## src/rtl/lex_bus_pkg.sv

```systemverilog
// Shared types and helpers for the Lexington SoC bus fabric arbiters.
package lex_bus_pkg;

    localparam int ADDR_W_DEF = 32;
    localparam int DATA_W_DEF = 32;

    typedef enum logic [1:0] {
        IDLE,
        BUSY,
        RESP
    } arb_state_t;

    // Increment with explicit wrap so non-power-of-two counts stay in range.
    function automatic int unsigned wrap_inc(input int unsigned idx, input int unsigned n);
        return (idx + 1 >= n) ? 0 : idx + 1;
    endfunction

endpackage

```

## src/rtl/rr_picker.sv

```systemverilog
// Combinational round-robin picker: first set request at or after ptr, wrapping.
module rr_picker #(
    parameter int N  = 2,
    parameter int SW = (N > 1) ? $clog2(N) : 1
) (
    input  logic [N-1:0]  req,
    input  logic [SW-1:0] ptr,
    output logic          any,
    output logic [SW-1:0] sel,
    output logic [N-1:0]  onehot
);

    int idx;

    always_comb begin
        any    = 1'b0;
        sel    = '0;
        onehot = '0;
        idx    = 0;
        for (int i = 0; i < N; i++) begin
            idx = int'(ptr) + i;
            if (idx >= N) idx -= N;
            if (!any && req[SW'(idx)]) begin
                any                 = 1'b1;
                sel                 = SW'(idx);
                onehot[SW'(idx)]    = 1'b1;
            end
        end
    end

endmodule

```

## src/rtl/bus_arbiter.sv

```systemverilog
// Round-robin arbiter owning one memory-bus slave port; one transaction in flight at a time.
module bus_arbiter
    import lex_bus_pkg::*;
#(
    parameter int N_REQ   = 2,
    parameter int ADDR_W  = ADDR_W_DEF,
    parameter int DATA_W  = DATA_W_DEF,
    parameter int TIMEOUT = 64
) (
    input  logic                        clk,
    input  logic                        rst,
    input  logic [N_REQ-1:0]            req,
    input  logic [N_REQ-1:0]            we,
    input  logic [N_REQ*ADDR_W-1:0]     addr,
    input  logic [N_REQ*DATA_W-1:0]     wdata,
    input  logic [N_REQ*(DATA_W/8)-1:0] wmask,
    output logic [N_REQ-1:0]            gnt,
    output logic [N_REQ-1:0]            ack,
    output logic                        err,
    output logic [DATA_W-1:0]           rdata,
    output logic                        m_req,
    output logic                        m_we,
    output logic [ADDR_W-1:0]           m_addr,
    output logic [DATA_W-1:0]           m_wdata,
    output logic [DATA_W/8-1:0]         m_wmask,
    input  logic                        m_ack,
    input  logic [DATA_W-1:0]           m_rdata,
    input  logic                        m_err
);

    localparam int SW = $clog2(N_REQ);
    localparam int MW = DATA_W / 8;
    localparam int CW = (TIMEOUT > 1) ? $clog2(TIMEOUT) : 1;

    arb_state_t state_q, state_d;

    logic [SW-1:0]    ptr_q, sel_q, pick_sel;
    logic             pick_any;
    logic [N_REQ-1:0] pick_oh;
    logic [CW-1:0]    cnt_q;
    logic             timeout_hit;

    logic [N_REQ-1:0][ADDR_W-1:0] addr_a;
    logic [N_REQ-1:0][DATA_W-1:0] wdata_a;
    logic [N_REQ-1:0][MW-1:0]     wmask_a;

    assign addr_a  = addr;
    assign wdata_a = wdata;
    assign wmask_a = wmask;

    rr_picker #(.N(N_REQ), .SW(SW)) u_pick (
        .req    (req),
        .ptr    (ptr_q),
        .any    (pick_any),
        .sel    (pick_sel),
        .onehot (pick_oh)
    );

    assign timeout_hit = (TIMEOUT != 0) && (cnt_q == CW'(TIMEOUT - 1));

    always_ff @(posedge clk or posedge rst) begin
        if (rst) state_q <= IDLE;
        else     state_q <= state_d;
    end

    always_comb begin
        state_d = state_q;
        unique case (state_q)
            IDLE:    if (pick_any) state_d = BUSY;
            BUSY:    if (m_ack || timeout_hit) state_d = RESP;
            RESP:    state_d = IDLE;
            default: state_d = IDLE;
        endcase
    end

    // Grant is combinational so a master sees acceptance in its request cycle.
    always_comb begin
        gnt = '0;
        ack = '0;
        if (state_q == IDLE && !rst) gnt = pick_oh;
        if (state_q == RESP) ack[sel_q] = 1'b1;
    end

    assign m_req = (state_q == BUSY);

    always_ff @(posedge clk or posedge rst) begin
        if (rst) begin
            ptr_q   <= '0;
            sel_q   <= '0;
            cnt_q   <= '0;
            m_we    <= 1'b0;
            m_addr  <= '0;
            m_wdata <= '0;
            m_wmask <= '0;
            rdata   <= '0;
            err     <= 1'b0;
        end else begin
            unique case (state_q)
                IDLE: begin
                    if (pick_any) begin
                        sel_q   <= pick_sel;
                        m_we    <= we[pick_sel];
                        m_addr  <= addr_a[pick_sel];
                        m_wdata <= wdata_a[pick_sel];
                        m_wmask <= wmask_a[pick_sel];
                    end
                end
                BUSY: begin
                    cnt_q <= cnt_q + 1'b1;
                    // A real completion beats a timeout landing in the same cycle.
                    if (m_ack) begin
                        rdata <= m_rdata;
                        err   <= m_err;
                    end else if (timeout_hit) begin
                        rdata <= '0;
                        err   <= 1'b1;
                    end
                end
                RESP: begin
                    ptr_q <= SW'(wrap_inc(32'(sel_q), N_REQ));
                    cnt_q <= '0;
                    rdata <= '0;
                    err   <= 1'b0;
                end
                default: ;
            endcase
        end
    end

endmodule

```

## config.mk

```make
export PLATFORM = sky130hd
export DESIGN_NAME = bus_arbiter
export DESIGN_NICKNAME = d
export VERILOG_FILES = /design/src/rtl/lex_bus_pkg.sv /design/src/rtl/rr_picker.sv /design/src/rtl/bus_arbiter.sv
export SDC_FILE = /design/constraint.sdc
export NUM_CORES = 1
export LEC_CHECK = 0
export BUFFER_PORTS_ARGS = -buffer_cell sky130_fd_sc_hd__buf_2
export CORE_ASPECT_RATIO = 0.9
export CORE_MARGIN = 8
export CORE_UTILIZATION = 30
export CTS_CLUSTER_DIAMETER = 100
export CTS_CLUSTER_SIZE = 16
export DETAILED_ROUTE_END_ITERATION = 12
export GPL_ROUTABILITY_DRIVEN = 0
export PLACE_DENSITY_LB_ADDON = 0.05
export REMOVE_ABC_BUFFERS = 1
export SLEW_MARGIN = 15
export SYNTH_ARGS = -nofsm -noshare
export SYNTH_HDL_FRONTEND = slang
export SYNTH_SLANG_ARGS = --single-unit
```

## constraint.sdc

```tcl
create_clock -name clk -period 3.82 [get_ports clk]
set_input_delay 0.191 -clock clk [delete_from_list [all_inputs] [get_ports clk]]
set_output_delay 0.191 -clock clk [all_outputs]
set_load 0.01 [all_outputs]
```

---- Word-level counts from Yosys, hierarchy flattened ----
Index checks and enable logic that the tools add are counted.
word-level totals
  input port bits ......................... 176
  bits in registers ....................... 112
cells by class
  $add $sub $neg .......................... 5
  bitwise gates (word level) .............. 1
  multiplexer cells ....................... 39
  equal/unequal tests ..................... 6
  $lt $le $gt $ge ......................... 10
  reductions and logical operators ........ 13
operator list
  cell                 number
  $mux 32              6
  $pmux 32 s2          1
  $mux 1               18
  $mux 2               6
  $pmux 6 s2           1
  $mux 4               2
  $add 6x1->6 const B  1
  $eq 6x6->1 const B   1
  $lt 1x3->1 const B   2
  $reduce_and 2->1     3
  $logic_and 1x1->1    5
  $add 1x1->2 const B  2
  $ge 2x2->1 const B   2
  $lt 1x2->1 const B   2
  $pmux 2 s2           1
  $demux 1 s1          3
  $ge 1x1->1 const B   3
  $ne 3x1->1 const B   1
  $eq 2x1->1 const B   1
  $eq 2x2->1 const B   1
  $ge 1x2->1 const B   1
  $logic_not 1->1      2
  $logic_not 2->1      1
  $ne 2x1->1 const B   1
  6 further kinds      7

---- Logic depth before layout (Yosys ltp) ----
  word-level depth ........................ 11
  mapped depth ............................ 8
  mapped depth without buffers ............ 6

---- Cells and area by module ----
From an unflattened synthesis, not the netlist that was laid out.
unflattened totals
  cell total of the unflattened synthesis .. 439
  area total of the unflattened synthesis .. 4,989.8 um2
modules (own cells, without submodules)
  module       cells each  area each (um2)  times used
  bus_arbiter  434         4,954.8          1
  rr_picker    5           35.0             1

---- Worst setup path before layout ----
Ideal clock, no wire load.
  kind .................................... reg-to-reg
  from .................................... register state_q[0]
  to ...................................... register err
  clock period less this slack ............ 1,569 ps
  arrival ................................. 1,477 ps
  path slack .............................. 2,251 ps
  setup time .............................. 92 ps
  stages on the path, launching flop included .. 8
  path through ............................ dfrtp_1 inv_1 ha_1 and4_4 a32oi_4 buf_6 nand2_1 o31ai_2
on the way
  longest elaborated chain between the ends .. 3
  elaborated cells on any way between the ends .. 6
  classes of those cells .................. eq/ne (3); mux (1); reduce/logical (2)
ends and longest elaborated chain
  item                                                       RTL line            text
  start, declared                                            bus_arbiter.sv:35   arb_state_t state_q, state_d;
  start signal, assigned                                     bus_arbiter.sv:63   else state_q <= state_d;
  $eq 2x1->1 or $eq 2x2->1 (tied branches)                   bus_arbiter.sv:98   unique case (state_q)
  $ne 3x1->1 (no line) or $reduce_bool 2->1 (tied branches)  -
  $reduce_and 2->1 (no line)                                 -
  end signal, assigned                                       bus_arbiter.sv:113  err <= m_err;
  end, declared                                              bus_arbiter.sv:19   output logic err,
Several ways; a longest one is shown, not always the timed one.
A chain may end at the register's enable or synchronous reset.

---- Worst setup path after layout ----
  from .................................... register state_q[0]
  to ...................................... register rdata[31]
on the way
  longest elaborated chain between the ends .. 3
  elaborated cells on any way between the ends .. 6
  classes of those cells .................. eq/ne (3); mux (1); reduce/logical (2)
ends and longest elaborated chain
  item                                                       RTL line            text
  $eq 2x1->1 or $eq 2x2->1 (tied branches)                   bus_arbiter.sv:98
  $ne 3x1->1 (no line) or $reduce_bool 2->1 (tied branches)  -
  $reduce_and 2->1 (no line)                                 -
  end signal, assigned                                       bus_arbiter.sv:112  rdata <= m_rdata;
  end, declared                                              bus_arbiter.sv:20   output logic [DATA_W-1:0] rdata,
Several ways; a longest one is shown, not always the timed one.

==> results.txt <==
- The run finished with clean final reports.
- Accumulated negative setup slack: 0 ns
* Source of the worst register-to-register timing path: state_q[0]
- The layout has ~1600 filler cells.
- Final critical path time including I/O delays and setup: ~2.4 ns
* Number of clock buffers inserted by TritonCTS: 9
- In the synthesized netlist, the number of instances is roughly 440.
* Leading register cell type out of synthesis: sky130_fd_sc_hd__dfrtp_1
* Req. time, crit path: about 4.1 ns
* Clock Tree Root: sky130_fd_sc_hd__clkbuf_16
* Horizontal die dimension: 151 um
* Sw Share: 0.392
* Total vias in the final route: approximately 4100
* Cell variety after synth: 33
- Initial antenna violation count: 1
- At the later pin of the worst-skew pair, clock insertion delay measures approximately 0.35 ns.
* Maximum buffer depth of the clock tree: 2
- Final critical-path share of the clock period: 0.625
* Peak clock frequency supported by timing: approximately 0.42 GHz
- Type of destination of the critical path: register
* First-pass GRT wire length: roughly 23 mm
- The clock net in this run drives a total of 112 sinks.
- During placement, the flow inserted port buffers numbering between 200 and 300.
- Counting flops with an async set or reset pin after synthesis yields a share of 1.00.
- Detail Route Antenna Nets: 0
* Number of H-tree levels: 3
* Avg Synthesized Cell Area: around 11 um^2
- Cell Int Power: 3.34 mW
* Switching pwr: ~2.2 mW
* Final net count: 878
* Pre-antenna DRT Iters: 4
* Hold slack: 0.0452 ns
- Using the TritonRoute via totals, the vias-per-cell ratio works out to ~4.5.
- Peak VDD IR: ~0.00034 V
- Of the total power, combinational logic draws 0.445.
- TritonCTS built the clock tree.
* Clock share of power: 0.174
* Area of the mapped netlist: 4940 um^2
* Antenna diode count: 0
* Max-capacitance violation count: 0
- Routed WL per cell: about 17 um
* Post-CTS sizing: 0
* Effective utilization at floorplan: 0.306
- Setup violations remaining at the end of the flow were counted as 0.
- At the pin with the least slew margin, the transition time is about 1.0 ns.
* Portion of the post-synthesis area used by sequential elements: 0.568
- Most common cell after layout, fill and taps aside: sky130_fd_sc_hd__buf_2
- Of the total power, registers draw 0.380.
- Die Outline Area: ~21000 um^2
- In the routed design, unresolved DRC markers number 0.
- Unrepaired setup endpoints after global routing: false
- Headroom to the max-slew limit came out at 0.304.
- Final wirelength: ~15 mm
* Final hold vios: 0
* Worst setup path class: register to register
* Top-level I/O count: 283
* Top library cells by usage in the layout, fill and taps aside: sky130_fd_sc_hd__buf_2 (280), sky130_fd_sc_hd__dfrtp_1 (111), sky130_fd_sc_hd__nor2_1 (72), sky130_fd_sc_hd__mux2i_1 (71), sky130_fd_sc_hd__a21oi_1 (71)
- Share of cells above drive strength 1: 0.444
* Via count of the first global-routing pass: about 4200
- The detailed router finished its first iteration with between 100 and 150 violations.
- The worst hold path belongs to the class primary input to async pin.
* Sort of element at the start of the critical path: register
- In this run the worst path has a maximum fanout of 34.
- For the worst setup path, the data arrival time is 2.68 ns.
* Clock input transition at the sequential cells of the worst setup and hold paths: roughly 0.070 ns
* Die height: 138 um
* Final HPWL DP: ~12 mm
* Total global-route track usage: 0.142
- The Yosys step of the flow raised 0 warnings.
* Final number of max-transition violations: 0
- The synthesized design contains between 100 and 150 register bits.
- The analysis attributes to cell leakage a power of 3.43 nW.
* Power per cell area: between 800 and 900 nW/um^2
* Worst r2r path cells: 5
- Global routing finished with a remaining overflow of 0.
- Std cell rows: 44
* Floorplan core area: approximately 16000 um^2
* Flop2flop setup slack: about 1.4 ns
* Area overhead of the layout relative to synthesis: 37.2%
- Number of flops mapped to enable cells by yosys: 0
- Number of buffers inserted by hold repair at cts: 0
* Post-Route Skew: roughly 0.0071 ns
- Largest net degree at the start of global routing: 76
* Buffers inserted during post-CTS setup optimization: 0
- Worst R2R End: rdata[31]
## synthesized netlist by cell type, drive strengths merged (2+ instances only)
master    n  area (um^2)
buf      30          184
o22ai     2         12.5
and2      2         12.5
nand2     6         22.5
mux2i    71          711
inv       7         26.3
nor2     72          270
mux2      2         22.5
clkbuf    3         11.3
o21ai     3         15.0
dfrtp   112         2800
nand2b    3         18.8
a22o     32          283
ha        5         62.6
a21oi    71          355
## final cells by class
class / count / area, um^2 / share of cell area
timing repair buffer: 284 / 1460 / 0.215
multi-input combinational: 283 / 1920 / 0.283
clock buffer: 10 / 239 / 0.0353
inverter: 7 / 28.8 / 0.00425
sequential: 112 / 2810 / 0.414
tap: 207 / 259 / 0.0382
clock inverter: 6 / 68.8 / 0.0102
## metal layers
| layer | GRT usage | up-vias | part of all wire |
|---|---|---|---|
| li1 | - | 2044 | - |
| met4 | 0.0494 | 2 | 0.012 |
| met2 | 0.222 | 177 | 0.45 |
| met1 | 0.175 | 1852 | 0.43 |
| met5 | 0 | - | 0.00053 |
| met3 | 0.0539 | 14 | 0.11 |
## through the flow
stage	area (um^2)	power [mW]	util	instances	setup slack, ns
2_1_floorplan	4740	3.66	-	402	0.182
3_3_place_gp	6460	4.59	0.401	893	1.45
5_1_grt	6770	5.94	0.420	909	1.23
3_5_place_dp	6460	4.65	0.401	893	1.39
6_report	6770	5.50	0.420	909	1.43
4_1_cts	6770	5.63	0.420	909	1.37
## power by group through the flow
stage          clock [mW]  sequential [mW]  combinational [mW]
2_1_floorplan           0             2.38                1.27
3_3_place_gp            0             2.10                2.49
3_5_place_dp            0             2.11                2.54
4_1_cts             0.998             2.10                2.53
5_1_grt              1.04             2.18                2.72
6_report            0.960             2.09                2.45
## kinds of logic (layout without fill, tap and decap cells)
kind of cell | after synthesis | in the layout | share of synthesized area
simple gates | 89 | 89 | 0.0743
other cells | 1 | 1 | 0.000760
fa+ha+maj | 5 | 5 | 0.0127
compound gates | 113 | 113 | 0.148
mux | 73 | 73 | 0.149
flops | 112 | 112 | 0.568
xor+xnor | 2 | 2 | 0.00355
buf+inv | 40 | 307 | 0.0449
## registers in the layout (all words and copies together), names as in the netlist
name and flops:
m_addr 32, m_wdata 32, rdata 32, cnt_q 6, m_wmask 4, state_q 2, err 1, m_we 1
ptr_q 1, sel_q 1
## critical path: stages, from the launching register on
cell	delay [ns]
sky130_fd_sc_hd__dfrtp_1	0.37
sky130_fd_sc_hd__inv_1	0.08
sky130_fd_sc_hd__ha_1	0.48
sky130_fd_sc_hd__and4_4	0.25
sky130_fd_sc_hd__a32oi_4	0.86
sky130_fd_sc_hd__a22o_2	0.28
## worst max path at each step
stage	from	endpoint	depth (start not counted)
finish	state_q[0]	rdata[31]	5
global route	state_q[0]	rdata[31]	5
CTS	state_q[0]	rdata[31]	5
detailed placement	state_q[0]	rdata[31]	5
global placement	state_q[0]	rdata[31]	5
floorplan	state_q[0]	gnt[0]	4
Note: power is estimated with default switching activity, not from simulation.
